==> src/rtl/rv_muldiv_unit.sv <==
// Iterative RV32M/RV64M multiply/divide unit: shift-add multiply, restoring divide,
// one bit per cycle, with divide-by-zero/overflow fast paths, back-pressure and kill.
module rv_muldiv_unit #(
  parameter int unsigned XLEN = 32,
  parameter int unsigned TAGW = 5
) (
  input  logic            clk,
  input  logic            reset,
  input  logic            i_valid,
  output logic            o_ready,
  input  logic [2:0]      i_funct3,
  input  logic [XLEN-1:0] i_rs1,
  input  logic [XLEN-1:0] i_rs2,
  input  logic [TAGW-1:0] i_tag,
  input  logic            i_kill,
  output logic            o_valid,
  input  logic            i_ready,
  output logic [XLEN-1:0] o_result,
  output logic [TAGW-1:0] o_tag
);

  localparam int unsigned CntW = $clog2(XLEN);
  localparam logic [XLEN-1:0] MinNeg = {1'b1, {(XLEN-1){1'b0}}};

  typedef enum logic [1:0] {StIdle, StBusy, StDone} state_e;

  state_e            state_q, state_d;
  logic [2:0]        funct3_q, funct3_d;
  logic [TAGW-1:0]   tag_q, tag_d;
  logic [CntW-1:0]   cnt_q, cnt_d;
  logic [2*XLEN-1:0] acc_q, acc_d;
  logic [XLEN-1:0]   opb_q, opb_d;
  logic              neg_q, neg_d;
  logic              rneg_q, rneg_d;
  logic [XLEN-1:0]   result_q, result_d;

  logic            accept, is_div, rs1_signed, rs2_signed, rs1_neg, rs2_neg;
  logic            div_zero, div_ovf;
  logic [XLEN-1:0] mag1, mag2, fast_result;

  logic [XLEN:0]     mul_sum, div_shift, div_diff;
  logic              div_ge;
  logic [2*XLEN-1:0] mul_next, div_next, iter, prod_s;
  logic [XLEN-1:0]   quot, rem, fin_result;

  assign o_ready  = (state_q == StIdle) && reset;
  assign o_valid  = (state_q == StDone);
  assign o_result = result_q;
  assign o_tag    = tag_q;

  assign accept = i_valid && o_ready && !i_kill;

  // Operand signedness: divides by funct3[0], multiplies by the MULHSU/MULHU encodings.
  always_comb begin
    is_div      = i_funct3[2];
    rs1_signed  = is_div ? !i_funct3[0] : (i_funct3[1:0] != 2'b11);
    rs2_signed  = is_div ? !i_funct3[0] : !i_funct3[1];
    rs1_neg     = rs1_signed && i_rs1[XLEN-1];
    rs2_neg     = rs2_signed && i_rs2[XLEN-1];
    mag1        = rs1_neg ? -i_rs1 : i_rs1;
    mag2        = rs2_neg ? -i_rs2 : i_rs2;
    div_zero    = is_div && (i_rs2 == '0);
    div_ovf     = is_div && !i_funct3[0] && (i_rs1 == MinNeg) && (i_rs2 == '1);
    fast_result = div_zero ? (i_funct3[1] ? i_rs1 : '1) : (i_funct3[1] ? '0 : i_rs1);
  end

  // acc holds {partial product, multiplier} or {remainder, dividend/quotient}.
  always_comb begin
    mul_sum   = {1'b0, acc_q[2*XLEN-1:XLEN]} + {1'b0, (acc_q[0] ? opb_q : '0)};
    mul_next  = {mul_sum, acc_q[XLEN-1:1]};
    div_shift = {acc_q[2*XLEN-1:XLEN], acc_q[XLEN-1]};
    div_diff  = div_shift - {1'b0, opb_q};
    div_ge    = (div_shift >= {1'b0, opb_q});
    div_next  = {(div_ge ? div_diff[XLEN-1:0] : div_shift[XLEN-1:0]), acc_q[XLEN-2:0], div_ge};
    iter      = funct3_q[2] ? div_next : mul_next;
    prod_s    = neg_q ? -iter : iter;
    quot      = iter[XLEN-1:0];
    rem       = iter[2*XLEN-1:XLEN];
    if (!funct3_q[2]) begin
      fin_result = (funct3_q[1:0] == 2'b00) ? prod_s[XLEN-1:0] : prod_s[2*XLEN-1:XLEN];
    end else if (funct3_q[1]) begin
      fin_result = rneg_q ? -rem : rem;
    end else begin
      fin_result = neg_q ? -quot : quot;
    end
  end

  always_comb begin
    state_d  = state_q;
    funct3_d = funct3_q;
    tag_d    = tag_q;
    cnt_d    = cnt_q;
    acc_d    = acc_q;
    opb_d    = opb_q;
    neg_d    = neg_q;
    rneg_d   = rneg_q;
    result_d = result_q;
    unique case (state_q)
      StIdle: begin
        if (accept) begin
          funct3_d = i_funct3;
          tag_d    = i_tag;
          neg_d    = rs1_neg ^ rs2_neg;
          rneg_d   = rs1_neg;
          opb_d    = is_div ? mag2 : mag1;
          acc_d    = {{XLEN{1'b0}}, (is_div ? mag1 : mag2)};
          cnt_d    = CntW'(XLEN - 1);
          if (div_zero || div_ovf) begin
            result_d = fast_result;
            state_d  = StDone;
          end else begin
            state_d = StBusy;
          end
        end
      end
      StBusy: begin
        if (i_kill) begin
          state_d = StIdle;
        end else begin
          acc_d = iter;
          if (cnt_q == '0) begin
            result_d = fin_result;
            state_d  = StDone;
          end else begin
            cnt_d = cnt_q - 1'b1;
          end
        end
      end
      StDone: begin
        if (i_kill || i_ready) state_d = StIdle;
      end
      default: state_d = StIdle;
    endcase
  end

  always_ff @(posedge clk or negedge reset) begin
    if (!reset) begin
      state_q  <= StIdle;
      funct3_q <= '0;
      tag_q    <= '0;
      cnt_q    <= '0;
      acc_q    <= '0;
      opb_q    <= '0;
      neg_q    <= 1'b0;
      rneg_q   <= 1'b0;
      result_q <= '0;
    end else begin
      state_q  <= state_d;
      funct3_q <= funct3_d;
      tag_q    <= tag_d;
      cnt_q    <= cnt_d;
      acc_q    <= acc_d;
      opb_q    <= opb_d;
      neg_q    <= neg_d;
      rneg_q   <= rneg_d;
      result_q <= result_d;
    end
  end

endmodule

==> config.mk <==
export PLATFORM = sky130hd
export DESIGN_NAME = rv_muldiv_unit
export DESIGN_NICKNAME = d
export VERILOG_FILES = /design/src/rtl/rv_muldiv_unit.sv
export SDC_FILE = /design/constraint.sdc
export NUM_CORES = 1
export LEC_CHECK = 0
export CAP_MARGIN = 20
export CORE_MARGIN = 2
export CORE_UTILIZATION = 45
export CTS_CLUSTER_DIAMETER = 60
export DETAILED_ROUTE_END_ITERATION = 10
export HOLD_SLACK_MARGIN = 0.05
export PLACE_DENSITY = 0.64
export SLEW_MARGIN = 10
export SYNTH_ARGS = -nofsm -noshare
export SYNTH_HDL_FRONTEND = slang
export SYNTH_SLANG_ARGS = --single-unit
==> constraint.sdc <==
create_clock -name clk -period 8.65 [get_ports clk]
set_input_delay 0.865 -clock clk [delete_from_list [all_inputs] [get_ports clk]]
set_output_delay 0.865 -clock clk [all_outputs]
set_load 0.01 [all_outputs]
==> flow_summary.ini, run 1 <==
[outcome]
status = completed

[floorplanning]
start_util = 0.458
core-area_um2 = 36700
num_io_pins = 116
fp.dieArea_um2 = 38900
die_height_um = 197
rows = 70
die_x_um = 197

[final_layout]
instances_no_fill = 2832
drive_above_1_share = 0.0572
nets = 2499
layout_common_cells = 290 x nand2_1, 229 x a21oi_1, 218 x nor2_1, 209 x o21ai_0, 144 x dfrtp_1
area_delta_synth_final_pct = 12.0
utilization = 0.513
final_common_cell = nand2_1

[timing]
rsz0062_at_grt = false
worst_pin_slew_ns = 1.14
period_minus_slack_ns = 6.53
setup_tns_ns = 0
fmax_mhz = 153
skew_ns = 0.0163
hold_viol = 0
maxSlewViolCount = 0
slew-limit-headroom = 0.231
min_period_over_period = 0.755
setup_viol_count_final = 0
fin_hold_ws_ns = 0.318

[clock_tree]
clock_sinks = 145
clkLatencyLatePin_ns = 0.47
clk_pin_slew_ns = 0.07
clockBufferDepth = 2
cts_max_level = 4
postCtsResizedCells = 0
holdBufCountCts = 0
cts-buffers-inserted = 17
cts_tree = built
postCtsSetupBuffers = 0
cts-root-buf = clkbuf_16

[min_path]
min_path_type = primary input to async pin

[run]
maxCapViolCount = 0

[placement]
dpl.hpwl_um = 57700
routabilityCongestion = 1.04
io_buffers = 115
post-place-cells = 2798

[drt]
routed_wl_um = 73600
ant_nets = 0
drt_iter0_drc = 2235
dr.pass1.iters = 8
wl_per_cell_um = 26.0
drc = 0
vias = 18700
vias_per_cell = 6.61

[synth]
syn_area_per_cell_um2 = 7.21
ys.flop_type = dfrtp_1
ys_seq_area_frac = 0.216
ys_types = 102
netlist_area_um2 = 16800
synth_seq_cells = 145
async_flop_share = 1.00
synth_cells = 2333
synth_warnings = 0
synth_edf_count = 0
syn_nets = 2483

[setup_path]
worstPathMaxFanout = 11
arrival_ns = 6.86
r2r-start = acc_q[47]
crit_type = register to register
crit_path_start = acc_q[47]
endpoint_kind = register
cp.required_ns = 8.98
cp-start-kind = register

[grt]
grt_start_max_net_pins = 94
first_global_vias = 17400
overflow = 0
grt_pass1_wl_um = 110000
antenna_found_initial = 3
grt_use_total = 0.376

[pwr]
cellLeakagePower_nw = 7.65
p_per_area_nw_per_um2 = 340
peakVddDrop_uv = 183
total_power_mw = 6.41
power breakdown:
group / internal [mW] / leakage, nW / switching [mW]
logic: 1.55 / 5.55 / 2.89
clock network: 0.491 / 0.307 / 0.349
registers: 0.890 / 1.78 / 0.236
total: 2.93 / 7.65 / 3.48
cells in the mapped netlist (31+ instances only):
| cell type | n | area [um2] |
|---|---|---|
| and2_1 | 48 | 300 |
| o21ai_0 | 209 | 1050 |
| inv_1 | 83 | 312 |
| xnor2_1 | 97 | 850 |
| ha_1 | 71 | 888 |
| a21oi_1 | 231 | 1160 |
| clkbuf_1 | 115 | 432 |
| a211oi_1 | 33 | 248 |
| o31ai_1 | 31 | 233 |
| nand2_1 | 291 | 1090 |
| o211ai_1 | 42 | 315 |
| dfrtp_1 | 145 | 3630 |
| nor3_1 | 53 | 265 |
| nor2_1 | 220 | 826 |
| mux2i_1 | 58 | 581 |
| xor2_1 | 70 | 613 |
| nand3_1 | 71 | 355 |
path summary, 6_finish.rpt:
check,to,slack [ns],cells after the start
setup reg to reg,o_result[28],2.12,19
min in group clk,o_tag[4],0.48,2
hold reg to reg,o_tag[4],0.48,2
setup / recovery,o_result[28],2.12,19
max in group asynchronous,acc_q[39],7.12,2
hold / removal,o_result[29],0.32,1
metrics by stage:
stage | cell area [um2] | setup WS [ns]
floorplan | 16800 | 3.58
global placement | 18200 | 2.65
detailed placement | 18200 | 2.40
finish | 18800 | 2.12
CTS | 18800 | 2.37
global route | 18800 | 1.78
layout make-up:
cell class	instances	area (um2)
well taps	468	586
flip-flops and latches	145	3630
diodes	2	5.00
inverters	85	319
repair buffers	144	1370
multi-input cells	1956	12300
clock inverters	13	186
fillers	3644	17900
clock buffers	19	443
per-layer routing:
layer,up-vias,share of wire,track usage
met5,-,0.00018,0
met4,2,0.056,0.188
met3,174,0.096,0.0842
met2,1018,0.45,0.598
met1,8987,0.40,0.479
li1,8528,-,-
worst max-delay path: stages (launching register included):
cell and delay (ns):
dfrtp_1 0.44, ha_1 0.43, a21oi_1 0.28, o21ai_2 0.20, o211ai_2 0.37, inv_1 0.16
a211oi_1 0.60, or2_2 0.23, ha_1 0.19, or3b_1 0.41, nor3b_2 0.36, nand3_1 0.31
or3_1 0.64, or2_1 0.34, a211oi_2 0.23, nand4_1 0.29, o41ai_1 0.42, xnor2_1 0.15
o221ai_2 0.20, o311ai_1 0.12
kinds of logic after synthesis:
kind of cell | synth area share
DFF | 0.216
and+or+nand+nor | 0.245
buffers and inverters | 0.0548
muxes | 0.0432
adders and majority gates | 0.0552
AOI/OAI and AO/OA | 0.299
xor gates and xnor gates | 0.0870
state kept, by name, indices dropped and copies added, names as in the netlist, 2 cells and up:
| name | count |
|---|---|
| o_tag | 5 |
| opb_q | 32 |
| o_result | 32 |
| state_q | 2 |
| cnt_q | 5 |
| funct3_q | 3 |
| acc_q | 64 |
No activity file was read; power rests on OpenSTA's default activity.
==> inputs of run 2 (changes only) <==
--- a/config.mk
+++ b/config.mk
@@ -11,7 +11,7 @@
 export CTS_CLUSTER_DIAMETER = 60
 export DETAILED_ROUTE_END_ITERATION = 10
 export HOLD_SLACK_MARGIN = 0.05
-export PLACE_DENSITY = 0.64
+export PLACE_DENSITY = 0.66
 export SLEW_MARGIN = 10
 export SYNTH_ARGS = -nofsm -noshare
 export SYNTH_HDL_FRONTEND = slang
==> constraint.sdc (replaced) <==
create_clock -name clk -period 5.73 [get_ports clk]
set_input_delay 0.573 -clock clk [delete_from_list [all_inputs] [get_ports clk]]
set_output_delay 0.573 -clock clk [all_outputs]
set_load 0.01 [all_outputs]
==> run 2 against run 1 <==
Net effect: die area stayed put; non-clock buffer count is 43 higher; via count increased by 1.6%; critical endpoint is now o_result[27]; highest routed layer unchanged.
==> flow_summary.ini, run 2 (same netlist as run 1, synthesis figures left out) <==
[pwr]
p_per_area_nw_per_um2 = 515
p_int_mw = 4.51
p_clk_frac = 0.122
peakVddDrop_uv = 341
swShare = 0.542
share_comb_of_total_power = 0.704
cellLeakagePower_nw = 7.82
p_sw_mw = 5.33
total_power_mw = 9.84
p_seq_frac = 0.173

[final_layout]
utilization = 0.521
largest_reg_flops = 64
drive_above_1_share = 0.0724
area_delta_synth_final_pct = 13.8
layout_common_cells = 291 x nand2_1, 229 x a21oi_1, 218 x nor2_1, 209 x o21ai_0, 144 x dfrtp_1
nets = 2542
regMostFlops = acc_q
final_area_um2 = 19100
final_common_cell = nand2_1

[grt]
grt_pass1_wl_um = 111000
grt_start_max_net_pins = 99
use_met2 = 0.601
use_met1 = 0.489
first_global_vias = 17800
grt-busiest-layer = met2
grt_use_met3 = 0.0761
antenna_found_initial = 5
overflow = 0
grt_use_total = 0.382

[min_path]
min_to = o_tag[0]
min_path_type = register to register
hp-start = o_tag[0]
min_path_cells = 2

[timing]
hold_viol = 0
setup_viol_count_final = 0
setup_tns_ns = 0
worst_pin_slew_ns = 1.12
rsz0062_at_grt = false
setup_ws_ns = 0.252
min_period_over_period = 0.956
skew_ns = 0.0101
slew-limit-headroom = 0.255
maxSlewViolCount = 0
period_minus_slack_ns = 5.48
fmax_mhz = 183

[placement]
io_buffers = 115
routabilityCongestion = 1.03
dpl.hpwl_um = 59100
placed_cell_area_um2 = 18500
dpl_worst_slack_ns = 0.352

[setup_path]
slowest_delay_ns = 0.68
cp.required_ns = 6.07
critPathBufInv = 2
worstPathMaxFanout = 20
cp_top_family = simple AND/OR/NAND/NOR gates
reg2reg_slack_ns = 0.25
crit_path_start = acc_q[0]
crit_path_top_delay_cell = nor4bb_1
cp-start-kind = register
r2r-start = acc_q[0]
endpoint_kind = register
crit_chain = buf_4 -> and2_1 -> ha_1 -> nand4_1 -> or3_1 -> a211oi_2 -> o211ai_1 -> and3_1 -> o21ai_0 -> o211a_1 -> nor4bb_1 -> nand4_1 -> buf_4 -> o31ai_1 -> xnor2_1 -> o21ai_0 -> nand3_1
rr_endpoint = o_result[27]
ff2ff_path_depth = 17
crit_type = register to register
arrival_ns = 5.82

[drt]
ant_nets = 0
wl_per_cell_um = 25.9
dr.pass1.iters = 9
drc = 0
routed_wl_um = 74500
drt_iter0_drc = 2187
vias_per_cell = 6.62
vias = 19000

[floorplanning]
start_util = 0.458
num_io_pins = 116
die_height_um = 197
fp.dieArea_um2 = 38900
rows = 70
die_x_um = 197
core-area_um2 = 36700

[clock_tree]
postCtsSetupBuffers = 0
cts_max_level = 4
clockBufferDepth = 2
cts_tree = built
clock_sinks = 145
clkLatencyLatePin_ns = 0.47
cts-buffers-inserted = 17
cts-root-buf = clkbuf_16
clk_pin_slew_ns = 0.07

[run]
maxCapViolCount = 0

[outcome]
status = completed
-- run 2: changes by cell type in the layout (fill, tap and decap cells not counted), sizes merged --
| cell | before | now |
|---|---|---|
| buf | 31 | 73 |
| bufinv | 4 | 3 |
| clkbuf | 19 | 21 |
| clkinv | 8 | 6 |
| clkinvlp | 1 | 2 |
| diode | 2 | 1 |
| dlygate4sd3 | 0 | 1 |
| inv | 85 | 84 |
-- run 2: tightest hold or removal path, stage by stage, from the launching register on --
cell and delay (ns):
dfrtp_1 0.35, nand2_1 0.05, nand2_1 0.05
-- run 2: stage by stage --
step	hold WS (ns)	cells
2_1_floorplan	0.277	2333
3_3_place_gp	0.462	2840
3_5_place_dp	0.466	2840
4_1_cts	0.483	2872
5_1_grt	0.503	2872
6_report	0.479	2873
-- run 2: timing repair --
| item | 4_1_cts | 5_1_grt |
|---|---|---|
| hold buffers | 1 | 0 |
| endpoints found under the setup margin | 0 | 3 |
| endpoints found under the hold margin | 33 | 0 |
| gates resized for setup | 0 | 3 |
-- run 2: cell type report --
type	instances	area, um2
Sequential cell	145	3630
Clock inverter	10	138
Timing Repair Buffer	187	1690
Multi-Input combinational cell	1956	12300
Clock buffer	21	450
Fill cell	3710	17600
Antenna cell	1	2.50
Inverter	85	319
Tap cell	468	586
-- run 2: worst max-delay path by stage --
stage | to | slack [ns] | cells after the start
after global placement | o_result[27] | 0.54 | 17
after detailed placement | o_result[28] | 0.35 | 19
after floorplan | o_result[22] | 0.66 | 22
after global routing | o_result[28] | 0.02 | 19
after CTS | o_result[28] | 0.32 | 19
final | o_result[27] | 0.25 | 17
-- run 2: power by group through the flow --
stage,logic (mW),clock network (mW),registers (mW)
6_report,6.93,1.20,1.71
4_1_cts,6.73,1.20,1.70
3_3_place_gp,6.65,0,1.70
5_1_grt,7.37,1.24,1.75
3_5_place_dp,6.69,0,1.72
2_1_floorplan,4.42,0,1.63
-- run 2: per-layer routing --
layer | vias to the layer above | routed length, um
li1 | 8588 | -
met1 | 9093 | 29600
met2 | 1113 | 33300
met3 | 215 | 7080
met4 | 2 | 4480
met5 | - | 13
